<file path="src/rtl/gf_mult_serial.sv">
// Bit-serial GF(2^M) multiplier: one multiplier bit per clock, MSB first, reduced
// modulo POLY, with valid/ready handshakes on both the operand and product sides.
module gf_mult_serial #(
   parameter int unsigned M    = 8,
   parameter logic [M:0]  POLY = 'h11B
) (
   input  logic         clk,
   input  logic         rst_n,
   input  logic         in_valid,
   output logic         in_ready,
   input  logic [M-1:0] a,
   input  logic [M-1:0] b,
   output logic         out_valid,
   input  logic         out_ready,
   output logic [M-1:0] product,
   output logic         busy
);

   localparam int unsigned CW = $clog2(M);
   localparam logic [CW-1:0] CNT_LAST = CW'(M - 1);

   typedef enum logic [1:0] {
      S_IDLE,
      S_RUN,
      S_DONE
   } state_t;

   state_t         state_q;
   logic [M-1:0]   a_q, b_q, acc_q, acc_d, product_q;
   logic [CW-1:0]  cnt_q;
   logic           in_ready_q, out_valid_q, busy_q;

   // Horner step: multiply the running sum by x, fold the overflow back through
   // the low bits of POLY, then add in a when the current multiplier bit is set.
   always_comb begin
      acc_d = {acc_q[M-2:0], 1'b0};
      if (acc_q[M-1]) acc_d = acc_d ^ POLY[M-1:0];
      if (b_q[cnt_q]) acc_d = acc_d ^ a_q;
   end

   // NOTE: every register, operands included, is reset so an abort leaves no stale result.
   always_ff @(posedge clk or negedge rst_n) begin
      if (!rst_n) begin
         state_q     <= S_IDLE;
         a_q         <= '0;
         b_q         <= '0;
         acc_q       <= '0;
         cnt_q       <= '0;
         product_q   <= '0;
         in_ready_q  <= 1'b1;
         out_valid_q <= 1'b0;
         busy_q      <= 1'b0;
      end else begin
         unique case (state_q)
            S_IDLE: begin
               if (in_valid) begin
                  a_q        <= a;
                  b_q        <= b;
                  acc_q      <= '0;
                  cnt_q      <= CNT_LAST;
                  state_q    <= S_RUN;
                  in_ready_q <= 1'b0;
                  busy_q     <= 1'b1;
               end
            end
            S_RUN: begin
               acc_q <= acc_d;
               if (cnt_q == '0) begin
                  product_q   <= acc_d;
                  state_q     <= S_DONE;
                  out_valid_q <= 1'b1;
               end else begin
                  cnt_q <= cnt_q - 1'b1;
               end
            end
            S_DONE: begin
               // Acceptance waits for the IDLE cycle so the two handshakes never share an edge.
               if (out_ready) begin
                  state_q     <= S_IDLE;
                  out_valid_q <= 1'b0;
                  in_ready_q  <= 1'b1;
                  busy_q      <= 1'b0;
               end
            end
            default: state_q <= S_IDLE;
         endcase
      end
   end

   assign in_ready  = in_ready_q;
   assign out_valid = out_valid_q;
   assign product   = product_q;
   assign busy      = busy_q;

endmodule

</file>
<file path="config.mk">
export PLATFORM = sky130hd
export DESIGN_NAME = gf_mult_serial
export DESIGN_NICKNAME = d
export VERILOG_FILES = /design/src/rtl/gf_mult_serial.sv
export SDC_FILE = /design/constraint.sdc
export NUM_CORES = 1
export LEC_CHECK = 0
export CORE_ASPECT_RATIO = 1.25
export CORE_MARGIN = 8
export CORE_UTILIZATION = 55
export DETAILED_ROUTE_END_ITERATION = 8
export PLACE_DENSITY = 0.81
export SLEW_MARGIN = 5
export SYNTH_ARGS = -nofsm -noshare
export SYNTH_HDL_FRONTEND = slang
export SYNTH_SLANG_ARGS = --single-unit
</file>
<file path="constraint.sdc">
create_clock -name clk -period 4.7 [get_ports clk]
set_input_delay 0.47 -clock clk [delete_from_list [all_inputs] [get_ports clk]]
set_output_delay 0.47 -clock clk [all_outputs]
set_load 0.005 [all_outputs]
</file>
* Word level (Yosys, flattened, before mapping)
Cells that the tools add are included.
Storage, ports and cells: register bits after elaboration 40, output and inout bits 11, logic and storage cells 52
Cells by class: $add $sub $neg 1, order comparisons 1, equality and inequality tests 6, mux-type cells 21, bitwise gates (word level) 2, reduce and logical (&&, ||, !) cells 12
Operator list (number):
- 2-to-1 mux 8 bit | 2
- case mux 8 bit (2 select lines) | 1
- AND reduction 3 bit | 4
- != test 2 bit, second input constant | 4
- XOR 8 bit | 1
- 2-to-1 mux 1 bit | 6
- 2-to-1 mux 2 bit | 3
- 2-to-1 mux 3 bit | 2
- case mux 1 bit (2 select lines) | 3
- case mux 2 bit (3 select lines) | 1
- case mux 3 bit (2 select lines) | 1
- AND reduction 2 bit | 3
- nonzero test 2 bit | 3
- 2-to-1 mux 5 bit | 1
- less-than comparator 3 x 4 -> 1 bit, second input constant | 1
- NOT 4 bit | 1
- binary-select mux 1 bit (select 3 bit) | 1
- zero test 3 bit | 1
- subtractor 3 x 1 -> 3 bit, second input constant | 1
- equality test 2 x 1 -> 1 bit, second input constant | 1
- equality test 2 bit, second input constant | 1
- zero test 2 bit | 1

* Logic depth before layout (Yosys ltp)
Gate-level depths: netlist of run 1.
depth after elaboration 5, gate-level depth with buffers 8, gate-level depth less buffers 6

* Worst setup path after synthesis of run 1
Ideal clock, no wire load.
path type register to register, start point reg cnt_q[0], end point reg product_q[6] (netlist: product[6]), arrival 1.793 ns, required time 4.631 ns, setup slack 2.838 ns, cell stages (with the launch flop) 9, clock period less this slack 1.862 ns, cell sequence dfrtp_1 > inv_1 > ha_1 > nor4bb_1 > buf_2 > buf_1 > nand2_1 > mux2_2 > nand3_1
On the way: word-level cells in the longest chain between the ends 3, elaborated cells on any way between the ends 5, classes of those cells mux: 3; reduce/logical: 2
Ends and longest elaborated chain:
- start, declared | line 30 | logic [CW-1:0] cnt_q;
- start signal, assigned | line 73 | cnt_q <= cnt_q - 1'b1;
- binary-select mux 1 bit (select 3 bit) | line 38 | if (b_q[cnt_q]) acc_d = acc_d ^ a_q;
- 2-to-1 mux 1 bit (not written as such) | line 38
- 2-to-1 mux 8 bit | line 38
- end signal, assigned | line 49 | product_q <= '0;
- end signal, assigned | line 69 | product_q <= acc_d;
- end, declared | line 29 | logic [M-1:0] a_q, b_q, acc_q, acc_d, product_q;
Several ways; a longest one is shown, not always the timed one. The select of a mux whose other input is x is not followed. A chain may end at the register's enable or synchronous reset.

* Final worst setup path of run 1
start point reg cnt_q[0], end point reg product_q[7] (netlist: product[7])
The elaborated chain is that of the path after synthesis.

==> summary.md, run 1 <==
| Metric | Value |
|---|---|
| Cell-internal power | `1.02 mW` |
| Relative max-transition margin | `0.406` |
| Inserted Clock Buffers | `5` |
| Clock edge transition at the registers on the reported setup and hold paths | `0.08 ns` |
| CP required | `4.94 ns` |
| Vias in the first global route | `1500` |
| Multiplexer area fraction after synthesis | `0.147` |
| Total inserted antenna cells | `0` |
| Final Max Tran Viols | `0` |
| Estimated wirelength of the detail-placed design | `2840 um` |
| Critical Path Sink Type | `flip-flop` |
| Wire length of the first global-routing pass | `6840 um` |
| Overall Global Routing Usage | `0.143` |
| Global route total overflow | `0` |
| Switching Share | `0.389` |
| Maximum vdd ir drop | `0.420 mV` |
| Count of routing violations after the opening detailed-route iteration | `91` |
| Clock buffer depth | `2` |
| Number of sinks driven by the clock tree | `40` |
| Final period utilization | `0.451` |
| Share of the synthesized netlist area taken by xor and xnor gates | `0.0127` |
| Final worst path period need | `2.12 ns` |
| Clock Latency Late Sink | `0.29 ns` |
| DR DRC count | `0` |
| Avg Vias per Cell | `5.97` |
| Outcome | `finished clean` |
| Number of distinct standard cells referenced by the synthesized netlist | `33` |
| Most numerous cell types in the synthesized netlist | `39 x sky130_fd_sc_hd__dfrtp_1, 24 x sky130_fd_sc_hd__nand2_1, 21 x sky130_fd_sc_hd__mux2_2` |
| Hold-fix buffers at CTS | `0` |
| Count of synthesis-stage warnings from yosys | `0` |
| Most common flop cell mapped by yosys | `sky130_fd_sc_hd__dfrtp_1` |
| Clock share of power | `0.133` |
| # nets final | `246` |
| Post-synthesis sequential element count | `40` |
| Worst Path Max Fanout | `15` |
| Number of setup buffers added after CTS | `0` |
| Gate count of the mapped netlist | `197` |
| Flop pwr share | `0.397` |
| Largest family of logic cells by synthesized area | `simple AND/OR/NAND/NOR gates` |
| Site Rows | `25` |
| Post-synth EDFFs | `0` |
| Die Area | `5990 um^2` |
| Area of all placed cells without fillers | `2460 um^2` |
| Top-count cell post-synth | `sky130_fd_sc_hd__dfrtp_1` |
| Setup skew after layout | `0.00785 ns` |
| Share of async-settable or async-resettable flops after synthesis | `1.00` |
| Placeable core region | `3690 um^2` |
| Cell area after synthesis | `2070 um^2` |
| Areal power density over the cells | `675 nW/um^2` |
| Die extent in y | `84.5 um` |
| Ratio of cells with drive above 1 in the final layout | `0.164` |
| Worst setup slack after layout | `2.58 ns` |
| Setup slack at placement | `2.60 ns` |
| Critical Path Source Type | `flip-flop` |
| Number of nets in the synthesized netlist | `219` |
| H-tree depth | `2` |
| Mapped Avg Cell Area | `10.5 um^2` |
| Post-DP Area | `2380 um^2` |
| F_max | `472 MHz` |
| Top-area cell type share of the netlist area | `0.472` |
| Max capacitance violation total | `0` |
| Setup_tns | `0 ns` |
| Core utilization of the finished layout | `0.668` |
| Slew at the pin with the worst max-slew slack | `0.891 ns` |
| I/O Buffers | `30` |
| Crit Path Category | `flip-flop to flip-flop` |
| Antenna viol nets, final | `0` |
| Weighted congestion reported at the end of routability-driven placement | `0.781` |
| Gates resized, CTS repair | `0` |
| Number of endpoints with negative hold slack in the final report | `0` |
| Cell type contributing the most total cell area after synthesis | `sky130_fd_sc_hd__dfrtp_1` |
| Compound-Gate Fraction of Synth Area | `0.0781` |
| Wire length reported by the detailed router | `4160 um` |
| TritonCTS clock tree | `built` |
| Clk Tree Root Cell | `sky130_fd_sc_hd__clkbuf_8` |
| Type of the tightest min-delay check | `input port to asynchronous set/reset pin` |
| Total via count in the routed design | `1583` |
| Number of ports placed on the die boundary | `31` |
| Setup repair after global routing missed its margin | `no` |
| Chip width | `70.8 um` |
| Critical path arrival | `2.35 ns` |
| Drt wl/cell | `15.7 um` |
| Psw | `647 uW` |
| Leakage | `0.997 nW` |
| Part of the total power dissipated in combinational logic | `0.470` |
| Post-synthesis share of cell area spent on full adders, half adders and majority gates | `0.0121` |
| Worst hold slack | `0.300 ns` |
| Starting density of the core | `0.560` |
| Top cells by area, synth | `sky130_fd_sc_hd__dfrtp_1 47%, sky130_fd_sc_hd__mux2_2 11%, sky130_fd_sc_hd__nand2_1 4.4%` |
| Sequential fraction of the synthesis area | `0.485` |
| Post-synthesis share of cell area spent on and, or, nand and nor gates | `0.226` |
| Number of antenna violations at the first check in global routing | `0` |
| Layout overhead on the synthesized area | `19.3%` |
| Final-report setup violation count | `0` |
| Pin count of the biggest net entering global routing | `41` |
| DRT Pass-1 Iters | `4` |
cell type report:
| type | count | area, um^2 |
|---|---|---|
| Clock inverter | 1 | 5.00 |
| Multi-Input combinational cell | 139 | 995 |
| Clock buffer | 7 | 76.3 |
| Inverter | 5 | 18.8 |
| Timing Repair Buffer | 33 | 318 |
| Tap cell | 40 | 50.0 |
| Sequential cell | 40 | 1000 |
| Fill cell | 290 | 1230 |
metrics by stage:
step	instances	power, mW
floorplan	197	1.24
global placement	257	1.42
detailed placement	257	1.45
CTS	265	1.67
global route	265	1.79
finish	265	1.66
logic make-up after synthesis:
family,after synthesis
flip-flops,40
XOR/XNOR,3
buffers and inverters,18
adder cells (fa/ha/maj),2
multiplexers,24
AND/OR/NAND/NOR,83
AO/OA/AOI/OAI,27
flip-flops by register name, indices dropped and copies added, names as in the netlist:
| name | flops |
|---|---|
| a_q | 8 |
| acc_q | 8 |
| b_q | 8 |
| busy | 1 |
| cnt_q | 3 |
| in_ready | 1 |
| out_valid | 1 |
| product | 8 |
| state_q | 2 |
placed cells by master (no fill, tap or decap):
master / n
sky130_fd_sc_hd__buf_4: 3
sky130_fd_sc_hd__dfrtp_1: 39
sky130_fd_sc_hd__clkinv_2: 1
sky130_fd_sc_hd__nor3b_1: 5
sky130_fd_sc_hd__clkbuf_8: 5
sky130_fd_sc_hd__nand4_1: 6
sky130_fd_sc_hd__clkbuf_1: 2
sky130_fd_sc_hd__inv_1: 5
sky130_fd_sc_hd__a21oi_1: 16
sky130_fd_sc_hd__o211ai_1: 5
sky130_fd_sc_hd__buf_2: 1
sky130_fd_sc_hd__dfstp_2: 1
sky130_fd_sc_hd__nand3b_1: 5
sky130_fd_sc_hd__mux2_4: 1
sky130_fd_sc_hd__nor2_1: 1
sky130_fd_sc_hd__a211o_1: 1
sky130_fd_sc_hd__a2bb2oi_1: 1
sky130_fd_sc_hd__nor4bb_2: 1
sky130_fd_sc_hd__nand4b_1: 5
sky130_fd_sc_hd__o21bai_1: 1
sky130_fd_sc_hd__or3_1: 6
sky130_fd_sc_hd__nand2_1: 24
sky130_fd_sc_hd__mux2_2: 21
sky130_fd_sc_hd__nor3_1: 8
sky130_fd_sc_hd__nand4bb_1: 1
sky130_fd_sc_hd__xnor2_1: 3
sky130_fd_sc_hd__nand2b_1: 1
sky130_fd_sc_hd__mux4_1: 2
sky130_fd_sc_hd__clkdlybuf4s50_1: 29
sky130_fd_sc_hd__nand3_1: 12
sky130_fd_sc_hd__nor2b_1: 6
sky130_fd_sc_hd__nor3b_2: 1
sky130_fd_sc_hd__ha_1: 2
sky130_fd_sc_hd__a31o_2: 1
sky130_fd_sc_hd__or2_2: 1
sky130_fd_sc_hd__o21ai_0: 2
layer usage:
layer / GRT usage / share of wire / vias to the layer above
li1: - / - / 762
met1: 0.162 / 0.43 / 787
met2: 0.239 / 0.52 / 29
met3: 0.0441 / 0.044 / 5
met4: 0.0626 / 0.013 / 0
met5: 0 / 0 / -
path summary, 6_finish.rpt:
check / cells past startpoint / end / start / slack [ns]
max: 7 / product[7]$_DFFE_PN0P_ / cnt_q[0]$_DFFE_PN0P_ / 2.58
min: 1 / busy$_DFFE_PN0P_ / rst_n / 0.30
max reg2reg: 7 / product[7]$_DFFE_PN0P_ / cnt_q[0]$_DFFE_PN0P_ / 2.58
min reg2reg: 2 / product[5]$_DFFE_PN0P_ / product[5]$_DFFE_PN0P_ / 0.48
max in group asynchronous: 1 / acc_q[7]$_DFFE_PN0P_ / rst_n / 3.84
min in group clk: 2 / product[5]$_DFFE_PN0P_ / product[5]$_DFFE_PN0P_ / 0.48
critical path, cell delays in order (launching register included):
cell                       delay (ns)
sky130_fd_sc_hd__dfrtp_1         0.43
sky130_fd_sc_hd__inv_1           0.12
sky130_fd_sc_hd__ha_1            0.21
sky130_fd_sc_hd__nor4bb_2        0.55
sky130_fd_sc_hd__buf_4           0.31
sky130_fd_sc_hd__nand3b_1        0.10
sky130_fd_sc_hd__mux2_2          0.27
sky130_fd_sc_hd__nand3_1         0.07
power by group through the flow:
stage	clock [mW]	combinational (mW)	sequential, mW
after global placement	0	0.760	0.663
after floorplan	0	0.630	0.611
final	0.220	0.783	0.661
after CTS	0.224	0.786	0.660
after global routing	0.241	0.861	0.686
after detailed placement	0	0.779	0.668
Power figures use the tool's default switching activity.
==> inputs of run 2 (changes only) <==
- CORE_UTILIZATION: 55 -> 48
- PLACE_DENSITY: 0.81 -> 0.75
- clock period: 4.7 -> 1.88 ns (I/O delays scaled with it)
==> summary.md, run 2 (synthesized netlist as in run 1, its figures left out) <==
| Metric | Value |
|---|---|
| Clock buffer depth | `2` |
| # nets final | `259` |
| Vias in the first global route | `1707` |
| Final Max Tran Viols | `0` |
| TritonCTS clock tree | `built` |
| Wire length of the first global-routing pass | `7790 um` |
| I/O Buffers | `30` |
| Area of all placed cells without fillers | `2610 um^2` |
| Critical Path Sink Type | `flip-flop` |
| Relative max-transition margin | `0.665` |
| Areal power density over the cells | `1690 nW/um^2` |
| Leakage | `1.06 nW` |
| Drt wl/cell | `15.0 um` |
| DRT Pass-1 Iters | `4` |
| Sum of internal, switching and leakage power | `4.42 mW` |
| Number of antenna violations at the first check in global routing | `0` |
| Final period utilization | `0.952` |
| Setup skew after layout | `0.0108 ns` |
| CP required | `2.12 ns` |
| Die Area | `6670 um^2` |
| Post-DP Area | `2480 um^2` |
| Inserted Clock Buffers | `5` |
| Worst Path Max Fanout | `7` |
| Core utilization of the finished layout | `0.638` |
| Total inserted antenna cells | `0` |
| Final worst path period need | `1.79 ns` |
| Antenna viol nets, final | `0` |
| Weighted congestion reported at the end of routability-driven placement | `0.757` |
| Starting density of the core | `0.504` |
| Global route total overflow | `0` |
| F_max | `558 MHz` |
| Type of the tightest min-delay check | `flip-flop to flip-flop` |
| Pin count of the biggest net entering global routing | `41` |
| Clk Tree Root Cell | `sky130_fd_sc_hd__clkbuf_8` |
| Clock Latency Late Sink | `0.29 ns` |
| Die extent in y | `89.3 um` |
| Count of routing violations after the opening detailed-route iteration | `135` |
| Number of endpoints with negative hold slack in the final report | `0` |
| Number of sinks driven by the clock tree | `40` |
| Layout overhead on the synthesized area | `26.5%` |
| Worst hold slack | `0.481 ns` |
| Avg Vias per Cell | `5.59` |
| Top library cells by usage in the layout, fill and taps aside | `38 x sky130_fd_sc_hd__dfrtp_1, 29 x sky130_fd_sc_hd__clkdlybuf4s50_1, 24 x sky130_fd_sc_hd__nand2_1, 23 x sky130_fd_sc_hd__mux2_2, 16 x sky130_fd_sc_hd__a21oi_1` |
| Overall Global Routing Usage | `0.150` |
| Max capacitance violation total | `0` |
| Final-report setup violation count | `0` |
| DR DRC count | `0` |
| Chip width | `74.7 um` |
| Critical path arrival | `2.03 ns` |
| Outcome | `finished clean` |
| Critical Path Source Type | `flip-flop` |
| Wire length reported by the detailed router | `4420 um` |
| Setup repair after global routing missed its margin | `no` |
| Placeable core region | `4100 um^2` |
| Number of ports placed on the die boundary | `31` |
| H-tree depth | `2` |
| Area taken by flip-flops and latches | `1000 um^2` |
| Slew at the pin with the worst max-slew slack | `0.503 ns` |
| Fillers | `382` |
| Maximum vdd ir drop | `0.923 mV` |
| Crit Path Category | `flip-flop to flip-flop` |
| Footprint of the multi-input gates | `1020 um^2` |
| Leading cell type in the layout, fill and taps excluded | `sky130_fd_sc_hd__dfrtp_1` |
| Total via count in the routed design | `1643` |
| Site Rows | `26` |
| Ratio of cells with drive above 1 in the final layout | `0.223` |
| Clock edge transition at the registers on the reported setup and hold paths | `0.08 ns` |
| Estimated wirelength of the detail-placed design | `2940 um` |
## run 2: cell count changes in the layout (fill, tap and decap cells not counted), sizes merged
cell	previous run	this run
buf	4	14
mux2	22	24
clkbuf	7	8
clkinv	1	0
dlygate4sd3	0	1
## run 2: final timing paths
check / from / endpoint / slack [ns] / cells after the start
worst max-delay path: cnt_q[0]$_DFFE_PN0P_ / product[1]$_DFFE_PN0P_ / 0.09 / 4
worst min-delay path: product[6]$_DFFE_PN0P_ / product[6]$_DFFE_PN0P_ / 0.48 / 2
worst max register to register: cnt_q[0]$_DFFE_PN0P_ / product[1]$_DFFE_PN0P_ / 0.09 / 4
worst min register to register: product[6]$_DFFE_PN0P_ / product[6]$_DFFE_PN0P_ / 0.48 / 2
max in group asynchronous: rst_n / cnt_q[0]$_DFFE_PN0P_ / 1.01 / 3
min in group asynchronous: rst_n / a_q[4]$_DFFE_PN0P_ / 0.49 / 3
## run 2: power breakdown
| group | internal (mW) | switching (mW) |
|---|---|---|
| combinational | 1.14 | 1.04 |
| sequential | 1.28 | 0.368 |
| clock | 0.299 | 0.290 |
| total | 2.72 | 1.70 |
## run 2: through the flow
| stage | setup slack (ns) | std cells | setup TNS (ns) |
|---|---|---|---|
| 2_1_floorplan | 0.0180 | 197 | 0 |
| 3_3_place_gp | 0.0279 | 281 | 0 |
| 3_5_place_dp | -0.0124 | 281 | -0.0127 |
| 4_1_cts | -0.00851 | 293 | -0.00851 |
| 5_1_grt | 0.00511 | 294 | 0 |
| 6_report | 0.0893 | 294 | 0 |
## run 2: cell type report
type,count,share of cell area
multi-input cells,141,0.390
flip-flops and latches,40,0.384
repair buffers,44,0.158
clock buffers,8,0.0345
well taps,56,0.0268
inverters,5,0.00718
## run 2: layer usage
metal / track usage / routed length [um] / vias up
li1: - / - / 795
met1: 0.181 / 1910 / 804
met2: 0.241 / 2230 / 38
met3: 0.0404 / 217 / 6
met4: 0.0696 / 68 / 0
met5: 0 / 0 / -
## run 2: worst max-delay path: stages (launching register included)
cell	delay, ns
sky130_fd_sc_hd__dfrtp_2	0.40
sky130_fd_sc_hd__mux4_2	0.55
sky130_fd_sc_hd__mux2_4	0.34
sky130_fd_sc_hd__or3_1	0.38
sky130_fd_sc_hd__nand3_1	0.07
## run 2: timing repair
| item | CTS | global route |
|---|---|---|
| setup buffers | 1 | 0 |
| resized for setup | 0 | 6 |
| hold endpoints to repair | 39 | 0 |
| hold buffers | 1 | 0 |
| cloned | 2 | 1 |
| pin swaps | 0 | 1 |
| endpoints found under the setup margin | 3 | 14 |
